## config.mk

```make
export PLATFORM = sky130hd
export DESIGN_NAME = sprite_line_renderer
export DESIGN_NICKNAME = d
export VERILOG_FILES = /design/src/rtl/sprite_line_renderer.sv
export SDC_FILE = /design/constraint.sdc
export NUM_CORES = 1
export LEC_CHECK = 0
export CAP_MARGIN = 15
export CELL_PAD_IN_SITES_DETAIL_PLACEMENT = 1
export CELL_PAD_IN_SITES_GLOBAL_PLACEMENT = 2
export CORE_UTILIZATION = 31
export DETAILED_ROUTE_END_ITERATION = 12
export PLACE_DENSITY_LB_ADDON = 0.1
export SETUP_SLACK_MARGIN = 0.02
export SLEW_MARGIN = 20
export SYNTH_ARGS = -nofsm -noshare
export SYNTH_HDL_FRONTEND = slang
export SYNTH_SLANG_ARGS = --single-unit
```

## constraint.sdc

```tcl
create_clock -name clk -period 1.3 [get_ports clk]
set_input_delay 0.195 -clock clk [delete_from_list [all_inputs] [get_ports clk]]
set_output_delay 0.195 -clock clk [all_outputs]
set_load 0.02 [all_outputs]
```

## src/rtl/sprite_line_renderer.sv

```systemverilog
// sprite_line_renderer
//   Per-scanline sprite engine between the raster timing stage and the sprite
//   bitmap ROM. Each frame it draws exactly HEIGHT rows of NPIX pixels and then
//   idles until the next vstart.
//
//   Optional build macro: SPRITE_MIRROR_EN
//     When defined, each row is drawn and then immediately drawn again
//     horizontally mirrored (NPIX = 2*WIDTH).
//
// Ports:
//   clk          pixel clock
//   reset        asynchronous, active-low reset
//   vstart       one-cycle strobe, raster at the sprite's first line
//   load         one-cycle strobe per line, during horizontal blank
//   hstart       one-cycle strobe, raster at the sprite's first column
//   rom_addr     row address to the bitmap ROM
//   rom_bits     ROM row data, valid one full cycle after rom_addr changes
//   gfx          registered sprite pixel
//   in_progress  high from vstart acceptance until the last row is drawn
module sprite_line_renderer #(
  parameter int WIDTH  = 8,
  parameter int HEIGHT = 16,
  parameter int ADDR_W = 4
) (
  input  logic              clk,
  input  logic              reset,
  input  logic              vstart,
  input  logic              load,
  input  logic              hstart,
  output logic [ADDR_W-1:0] rom_addr,
  input  logic [WIDTH-1:0]  rom_bits,
  output logic              gfx,
  output logic              in_progress
);

`ifdef SPRITE_MIRROR_EN
  localparam int NPIX = 2 * WIDTH;
`else
  localparam int NPIX = WIDTH;
`endif
  localparam int PIX_W = $clog2(NPIX + 1);
  localparam int IDX_W = (WIDTH > 1) ? $clog2(WIDTH) : 1;
  localparam logic [ADDR_W-1:0] LAST_ROW = ADDR_W'(HEIGHT - 1);
  localparam logic [PIX_W-1:0]  NPIX_C   = PIX_W'(NPIX);

  typedef enum logic [2:0] {
    WAIT_VSTART,
    WAIT_LOAD,
    FETCH_SETUP,
    FETCH,
    WAIT_HSTART,
    DRAW
  } state_t;

  state_t            state, state_nxt;
  logic [ADDR_W-1:0] row, row_nxt;
  logic [ADDR_W-1:0] addr_nxt;
  logic [WIDTH-1:0]  latch, latch_nxt;
  logic [PIX_W-1:0]  pix, pix_nxt;
  logic              gfx_nxt;
  logic              inp_nxt;

`ifdef SPRITE_MIRROR_EN
  // Second half of the line walks the latch backwards: pixel(i) = latch[2W-1-i].
  function automatic logic pixel_at(input logic [WIDTH-1:0] bits,
                                    input logic [PIX_W-1:0] idx);
    logic [PIX_W-1:0] m;
    if (idx < PIX_W'(WIDTH)) begin
      m = idx;
    end else begin
      m = PIX_W'(2 * WIDTH - 1) - idx;
    end
    return bits[m[IDX_W-1:0]];
  endfunction
`else
  function automatic logic pixel_at(input logic [WIDTH-1:0] bits,
                                    input logic [IDX_W-1:0] idx);
    return bits[idx];
  endfunction
`endif

  logic pix_bit;
`ifdef SPRITE_MIRROR_EN
  assign pix_bit = pixel_at(latch, pix);
`else
  assign pix_bit = pixel_at(latch, pix[IDX_W-1:0]);
`endif

  always_comb begin
    state_nxt = state;
    row_nxt   = row;
    addr_nxt  = rom_addr;
    latch_nxt = latch;
    pix_nxt   = pix;
    gfx_nxt   = 1'b0;
    inp_nxt   = in_progress;
    // vstart restarts the frame from any state and beats a coincident hstart.
    if (vstart) begin
      state_nxt = WAIT_LOAD;
      row_nxt   = '0;
      pix_nxt   = '0;
      inp_nxt   = 1'b1;
    end else begin
      case (state)
        WAIT_VSTART: ;
        WAIT_LOAD: begin
          if (load) begin
            addr_nxt  = row;
            state_nxt = FETCH_SETUP;
          end
        end
        FETCH_SETUP: state_nxt = FETCH;
        FETCH: begin
          latch_nxt = rom_bits;
          state_nxt = WAIT_HSTART;
        end
        WAIT_HSTART: begin
          if (hstart) begin
            gfx_nxt   = latch[0];
            pix_nxt   = PIX_W'(1);
            state_nxt = DRAW;
          end
        end
        DRAW: begin
          if (pix < NPIX_C) begin
            gfx_nxt = pix_bit;
            pix_nxt = pix + PIX_W'(1);
          end else begin
            pix_nxt = '0;
            if (row == LAST_ROW) begin
              state_nxt = WAIT_VSTART;
              inp_nxt   = 1'b0;
            end else begin
              row_nxt   = row + ADDR_W'(1);
              state_nxt = WAIT_LOAD;
            end
          end
        end
        default: state_nxt = WAIT_VSTART;
      endcase
    end
  end

  // Register stage: async reset clears gfx at once, mid-draw included.
  always_ff @(posedge clk or negedge reset) begin
    if (!reset) begin
      state       <= WAIT_VSTART;
      row         <= '0;
      rom_addr    <= '0;
      latch       <= '0;
      pix         <= '0;
      gfx         <= 1'b0;
      in_progress <= 1'b0;
    end else begin
      state       <= state_nxt;
      row         <= row_nxt;
      rom_addr    <= addr_nxt;
      latch       <= latch_nxt;
      pix         <= pix_nxt;
      gfx         <= gfx_nxt;
      in_progress <= inp_nxt;
    end
  end

endmodule

```

==> flow_metrics.tcl, run 1 <==
set metrics [dict create \
    yosys.cell_count.top_type "dfrtp_1" \
    initial_core_util 0.335 \
    status "finished with violations" \
    yosys.area.top_type "dfrtp_1" \
    viasPerCell 5.08 \
    violations "negative setup slack" \
    period_share 1.14 \
    yosys-top-cells-count "dfrtp_1, mux2_2, a21oi_1" \
    skew_ns 0.00669 \
    synth_edf_count 0 \
    cp-start-kind "register" \
    ant_nets 0 \
    setup_tns_ns -2.26 \
    drt_iter0_markers 20 \
    synth_nets 129 \
    yosysWarningCount 0 \
    setup_viol_count_final 21 \
    num_rows 22 \
    vias 1036 \
    place_hpwl_um 2310 \
    cp_data_arrival_time_ns 1.65 \
    cellPowerDensity_mw_per_mm2 1710 \
    ys_seq_elements 25 \
    hold_viol 0 \
    synth_cells 113 \
    htreeDepth 1 \
    rrSetupSlack_ns -0.18 \
    die_height_um 66.1 \
    grt_start_max_net_pins 26 \
    dr.pass1.iters 3 \
    stdcell_count 204 \
    drcViolationCount 0 \
    root_buffer "clkbuf_8" \
    dpl_worst_slack_ns -0.284 \
    hold_slack_ns 0.277 \
    synth_area_leaders "dfrtp_1, mux2_2, a21oi_1" \
    grt_pass1_wl_um 5590 \
    avgSynthCellArea_um2 11.3 \
    synth.distinct_cells 35 \
    fin_area_mm2 0.00191 \
    hp-class "input pin to asynchronous set/reset pin" \
    clock.fmax_mhz 674 \
    port_buffers 18 \
    cts_sinks 25 \
    clock_latency_ns 0.28 \
    critical_path_class "register to register" \
    relSlewSlack 0.764 \
    netlist_area_mm2 0.00127 \
    path_clk_slew_ns 0.10 \
    cp.required_ns 1.47 \
    finalNetCount 173 \
    ff_latch_area_um2 627 \
    synth_seq_area_share 0.492 \
    clockBufferDepth 2 \
    synthFlopType "dfrtp_1" \
    dpl.cell_count 197 \
    insertedDiodeCount 0 \
    timing.final.ws_setup_ns -0.184 \
    numCtsBuffers 3 \
    max-vdd-ir-drop_uv 692 \
    postLayoutCoreUtil 0.502 \
    rr_endpoint "latch[2]" \
    leakage_nw 0.828 \
    critPathMaxFanout 8 \
    min_period_ns 1.48 \
    grt_usage 0.176 \
    coreArea_mm2 0.00380 \
    multi_input_area_um2 771 \
    tightest_slew_ns 0.353 \
    io_pins 19 \
    p_total_mw 3.26 \
    rsz0062_at_grt "true" \
    place.gp.congestion 0.821 \
    drt-total-wl_um 3320 \
    synth_top_area_frac 0.492 \
    drive_gt1_frac 0.442 \
    r2r_cells 4 \
    async_flop_share 1.00 \
    nFillCells 416 \
    slew_viol_final 0 \
    r2r-start "state[2]" \
    grt_pass1_vias 1138 \
    dieArea_mm2 0.00437 \
    endpoint_kind "register" \
    placed_area_mm2 0.00170 \
    die_width_um 66.1 \
    cts_tree "yes" \
    antenna_found_initial 0 \
    avgRoutedWirePerCell_um 16.3 \
    gr-total-overflow 0 \
    synthToLayoutAreaGrowth_pct 49.9 \
    hold_buffers 0 \
    drv_cap 0 \
]
==> layer usage <==
| metal | GRT usage | up-vias | part of all wire |
|---|---|---|---|
| met5 | 0 | - | 0 |
| met4 | 0.0559 | 0 | 0.0072 |
| met3 | 0.0310 | 2 | 0.029 |
| met2 | 0.302 | 15 | 0.49 |
| met1 | 0.224 | 526 | 0.47 |
| li1 | - | 493 | - |
==> placed cells by master (no fill, tap or decap), drive strengths merged, types with 3 or more instances in the layout <==
master	synthesis	final
dfrtp	25	25
buf	3	25
mux2	14	14
clkdlybuf4s50	0	12
a21oi	9	9
dlygate4sd2	0	6
nor3b	6	6
nor2	6	6
nand2	5	5
nand3	4	4
o21ai	4	4
inv	3	4
xnor2	3	3
clkbuf	1	3
ha	3	3
==> report_power, final <==
part	total [mW]	switching, mW	internal [mW]
Combinational	1.66	0.679	0.983
Sequential	1.10	0.136	0.959
Clock	0.503	0.278	0.225
Total	3.26	1.09	2.17
==> layout make-up <==
class / count / area share
Multi-Input combinational cell: 81 / 0.404
Sequential cell: 25 / 0.329
Timing Repair Buffer: 43 / 0.203
Tap cell: 48 / 0.0315
Clock buffer: 3 / 0.0217
Inverter: 3 / 0.00591
Clock inverter: 1 / 0.00459
==> state kept, by name (all words and copies together), names as in the netlist <==
signal,cells
latch,8
pix,4
rom_addr,4
row,4
state,3
gfx,1
in_progress,1
==> cell families after synthesis <==
group,share of synthesized area
DFF,0.492
adders and majority gates,0.0295
and+or+nand+nor,0.166
muxes,0.157
buffers and inverters,0.0256
xor gates and xnor gates,0.0207
AOI/OAI and AO/OA,0.109
==> repair_timing <==
action                     4_1_cts  5_1_grt
gates resized for setup         37        8
pin swaps                       11        7
buffers inserted                 4        0
setup endpoints to repair       29       25
==> worst max-delay path: stages (launching register included) <==
cell,delay (ns)
dfrtp_2,0.45
and2b_2,0.24
nor3b_4,0.22
buf_12,0.17
mux2_4,0.31
==> worst max path at each step <==
stage,start,to,slack (ns),cells past startpoint
after floorplan,state[0],latch[0],-0.11,4
after global placement,vstart,latch[6],-0.26,4
after detailed placement,vstart,pix[2],-0.28,5
after CTS,state[2],state[0],-0.18,5
after global routing,state[2],latch[2],-0.23,4
final,state[2],latch[2],-0.18,4
(Power assumes the default switching activity.)
==> run 2: changes to the inputs <==
--- a/config.mk
+++ b/config.mk
@@ -5,7 +5,6 @@
 export SDC_FILE = /design/constraint.sdc
 export NUM_CORES = 1
 export LEC_CHECK = 0
-export CAP_MARGIN = 15
 export CELL_PAD_IN_SITES_DETAIL_PLACEMENT = 1
 export CELL_PAD_IN_SITES_GLOBAL_PLACEMENT = 2
 export CORE_UTILIZATION = 31
==> constraint.sdc (replaced) <==
create_clock -name clk -period 1.24 [get_ports clk]
set_input_delay 0.186 -clock clk [delete_from_list [all_inputs] [get_ports clk]]
set_output_delay 0.186 -clock clk [all_outputs]
set_load 0.02 [all_outputs]
==> run 2 against run 1 <==
  * First-iteration DRC count is 90% higher
  * Cell count up 1.5%
  * Sequential share of layout area fell by 0.34 points
  * The flow still finishes with violations (negative setup slack)
  * Critical endpoint is now latch[7]
  * Count of clock-buffer cells in the layout stayed put
  * Sequential power rose by 5%
==> flow_metrics.tcl, run 2 (same netlist as run 1, synthesis figures left out) <==
set metrics [dict create \
    status "finished with violations" \
    violations "negative setup slack" \
    hp-class "input pin to asynchronous set/reset pin" \
    layout_common_cells "dfrtp_1, buf_4, clkdlybuf4s50_1, mux2_4, mux2_2" \
    dr.pass1.iters 4 \
    period_share 1.18 \
    clock.fmax_mhz 681 \
    cp_data_arrival_time_ns 1.63 \
    skew_ns 0.00503 \
    coreArea_mm2 0.00380 \
    r2r_cells 4 \
    largest-register "latch" \
    critPathSlowestCell "dfrtp_2" \
    setup_viol_count_final 25 \
    setup_tns_ns -4.01 \
    slowest_delay_ns 0.44 \
    largest_reg_flops 8 \
    root_buffer "clkbuf_8" \
    htreeDepth 1 \
    clock_latency_ns 0.27 \
    port_buffers 18 \
    cp.required_ns 1.41 \
    cts_tree "yes" \
    dpl_worst_slack_ns -0.386 \
    avgRoutedWirePerCell_um 16.6 \
    dpl.cell_count 198 \
    relSlewSlack 0.766 \
    vias 1046 \
    viasPerCell 5.05 \
    grt_start_max_net_pins 26 \
    r2r-start "state[2]" \
    drt_iter0_markers 38 \
    io_pins 19 \
    rrSetupSlack_ns -0.23 \
    hold_buffers 0 \
    path_delay_family "simple AND/OR/NAND/NOR gates" \
    fin_area_mm2 0.00193 \
    drive_gt1_frac 0.453 \
    ant_nets 0 \
    min_period_ns 1.47 \
    cts_sinks 25 \
    synthToLayoutAreaGrowth_pct 51.4 \
    dieArea_mm2 0.00437 \
    numCtsBuffers 3 \
    gr-total-overflow 0 \
    critical_path_class "register to register" \
    antenna_found_initial 0 \
    initial_core_util 0.335 \
    cp-start-kind "register" \
    critPathMaxFanout 8 \
    insertedDiodeCount 0 \
    num_rows 22 \
    endpoint_kind "register" \
    final_common_cell "dfrtp_1" \
    tightest_slew_ns 0.350 \
    cp_cell_sequence "and2b_2, nor3b_4, buf_12, mux2_4" \
    drt-total-wl_um 3440 \
    leakage_nw 0.831 \
    rsz0062_at_grt "true" \
    grt_pass1_vias 1165 \
    drcViolationCount 0 \
    place.gp.congestion 0.817 \
    drv_cap 0 \
    die_height_um 66.1 \
    place_hpwl_um 2400 \
    die_width_um 66.1 \
    placed_area_mm2 0.00172 \
    slew_viol_final 0 \
    grt_usage 0.178 \
    stdcell_count 207 \
    rr_endpoint "latch[7]" \
    cellPowerDensity_mw_per_mm2 1770 \
    clockBufferDepth 2 \
    path_clk_slew_ns 0.09 \
    p_total_mw 3.42 \
    finalNetCount 176 \
    hold_slack_ns 0.273 \
    critPathBufInv 1 \
    max-vdd-ir-drop_uv 730 \
    timing.final.ws_setup_ns -0.228 \
    hold_viol 0 \
    postLayoutCoreUtil 0.507 \
    grt_pass1_wl_um 5810 \
]
[run 2: final cells by class]
class	count	area [um2]
inverter	3	11.3
tap	48	60.1
clock buffer	3	41.3
sequential	25	627
fill	419	1870
clock inverter	1	5.00
timing repair buffer	46	438
multi-input combinational	81	744
[run 2: layer usage]
metal  part of all wire  global-route usage  vias up
li1                   -                   -      498
met3              0.022              0.0207        5
met1               0.46               0.237      525
met2               0.50               0.298       18
met5                  0                   0        -
met4              0.015              0.0585        0
[run 2: power by group]
part | internal [mW] | switching (mW) | leakage (nW)
registers | 1.01 | 0.152 | 0.325
logic | 1.07 | 0.693 | 0.480
clock network | 0.225 | 0.270 | 0.0255
[run 2: timing repair]
item                                    4_1_cts  5_1_grt
setup buffers                                 3        3
resized for setup                            23       18
endpoints found under the setup margin       31       27
pin swaps                                     9       11
[run 2: worst max path at each step]
stage / startpoint / endpoint / slack [ns] / cells past startpoint
after detailed placement: vstart / rom_addr[1] / -0.39 / 4
after floorplan: state[0] / latch[0] / -0.17 / 4
after global placement: vstart / latch[6] / -0.33 / 4
final: state[2] / latch[7] / -0.23 / 4
after CTS: state[2] / latch[5] / -0.24 / 4
after global routing: state[1] / row[2] / -0.28 / 5
==> run 3: changes to the inputs <==
--- a/config.mk
+++ b/config.mk
@@ -7,7 +7,8 @@
 export LEC_CHECK = 0
 export CELL_PAD_IN_SITES_DETAIL_PLACEMENT = 1
 export CELL_PAD_IN_SITES_GLOBAL_PLACEMENT = 2
-export CORE_UTILIZATION = 31
+export CORE_UTILIZATION = 33
+export CTS_BUF_LIST = sky130_fd_sc_hd__clkbuf_8
 export DETAILED_ROUTE_END_ITERATION = 12
 export PLACE_DENSITY_LB_ADDON = 0.1
 export SETUP_SLACK_MARGIN = 0.02
==> run 3 against run 2 <==
  * The flow still finishes with violations (negative setup slack)
  * Global-route usage grew 0.21 points
  * Die area down 5.9%
  * Sequential power is essentially flat
  * First-iteration DRC count down 5.3%
  * Total power down 0.77%
  * Setup slack got worse by 0.020 ns
  * Critical path depth unchanged
  * Clock skew up 0.0039 ns
==> flow_metrics.tcl, run 3 (same netlist as run 1, synthesis figures left out) <==
set metrics [dict create \
    clock_latency_ns 0.28 \
    setup_viol_count_final 25 \
    numCtsBuffers 3 \
    path_clk_slew_ns 0.10 \
    root_buffer "clkbuf_8" \
    placed_area_mm2 0.00172 \
    status "finished with violations" \
    r2r_cells 4 \
    die_width_um 64.1 \
    min_period_ns 1.49 \
    tightest_slew_ns 0.260 \
    viasPerCell 5.00 \
    period_share 1.20 \
    insertedDiodeCount 0 \
    skew_ns 0.00895 \
    port_buffers 18 \
    synthToLayoutAreaGrowth_pct 50.2 \
    avgRoutedWirePerCell_um 15.6 \
    drive_gt1_frac 0.453 \
    cp_data_arrival_time_ns 1.66 \
    cts_sinks 25 \
    ant_nets 0 \
    grt_start_max_net_pins 26 \
    layout_common_cells "dfrtp_1, buf_4, clkdlybuf4s50_1, mux2_4, mux2_2" \
    cp-start-kind "register" \
    place.gp.congestion 0.824 \
    dr.pass1.iters 2 \
    cts_tree "yes" \
    leakage_nw 0.829 \
    coreArea_mm2 0.00369 \
    critPathMaxFanout 8 \
    hold_buffers 0 \
    r2r-start "state[2]" \
    nFillCells 408 \
    grt_pass1_wl_um 5640 \
    drt-total-wl_um 3230 \
    grt_usage 0.180 \
    place_hpwl_um 2310 \
    rsz0062_at_grt "true" \
    gr-total-overflow 0 \
    grt_pass1_vias 1184 \
    hp-class "input pin to asynchronous set/reset pin" \
    startpoint "state[2]" \
    dieArea_mm2 0.00411 \
    finalNetCount 176 \
    htreeDepth 1 \
    num_rows 22 \
    io_pins 19 \
    die_height_um 64.1 \
    hold_viol 0 \
    violations "negative setup slack" \
    drcViolationCount 0 \
    relSlewSlack 0.826 \
    cellPowerDensity_mw_per_mm2 1770 \
    largest_reg_flops 8 \
    drt_iter0_markers 36 \
    timing.final.ws_setup_ns -0.248 \
    antenna_found_initial 0 \
    slew_viol_final 0 \
    hold_slack_ns 0.254 \
    drv_cap 0 \
    cp.required_ns 1.41 \
    clockBufferDepth 2 \
    max-vdd-ir-drop_uv 941 \
    endpoint_kind "register" \
    clock.fmax_mhz 672 \
    initial_core_util 0.345 \
    largest-register "latch" \
    vias 1036 \
    critical_path_class "register to register" \
    fin_area_mm2 0.00191 \
]
run 3: repair_timing:
action                                  CTS  global route
setup buffers                             3             2
gates resized for setup                  20            18
endpoints found under the setup margin   31            26
pin swaps                                 7             8
run 3: stage by stage:
stage | utilization | cells | setup TNS [ns] | setup WS [ns] | power (mW)
2_1_floorplan | - | 113 | -2.40 | -0.173 | 1.94
3_3_place_gp | 0.466 | 198 | -5.31 | -0.303 | 2.46
3_5_place_dp | 0.466 | 198 | -6.71 | -0.403 | 2.51
4_1_cts | 0.498 | 205 | -4.83 | -0.261 | 3.26
5_1_grt | 0.518 | 207 | -5.60 | -0.303 | 3.63
6_report | 0.518 | 207 | -3.89 | -0.248 | 3.39
run 3: worst paths after layout:
check / end / slack [ns]
min: pix[2] / 0.25
max in group asynchronous: state[2] / 0.82
max: latch[0] / -0.25
min reg2reg: in_progress / 0.48
min in group clk: in_progress / 0.48
max reg2reg: latch[0] / -0.25
run 3: layout make-up:
class                   count  area, um2  share of cell area
clock buffers               3       41.3              0.0216
clock inverters             1       5.00             0.00262
inverters                   3       11.3             0.00589
multi-input cells          81        746               0.390
flip-flops and latches     25        628               0.329
well taps                  48       60.1              0.0314
repair buffers             46        420               0.220
run 3: worst max-delay path, stage by stage, from the launching register on:
cell	delay (ns)
dfrtp_2	0.45
and2b_2	0.24
nor3b_4	0.23
buf_12	0.17
mux2_4	0.30
run 3: power breakdown:
group / internal, mW / switching, mW
sequential: 1.01 / 0.163
combinational: 1.05 / 0.665
clock: 0.226 / 0.280
total: 2.28 / 1.11
run 3: layer usage:
layer  GRT usage  wire length (um)  vias to the layer above
met4      0.0750                74                        0
met5           0                 0                        -
li1            -                 -                      498
met1       0.236              1500                      510
met2       0.294              1530                       20
met3      0.0304               118                        8
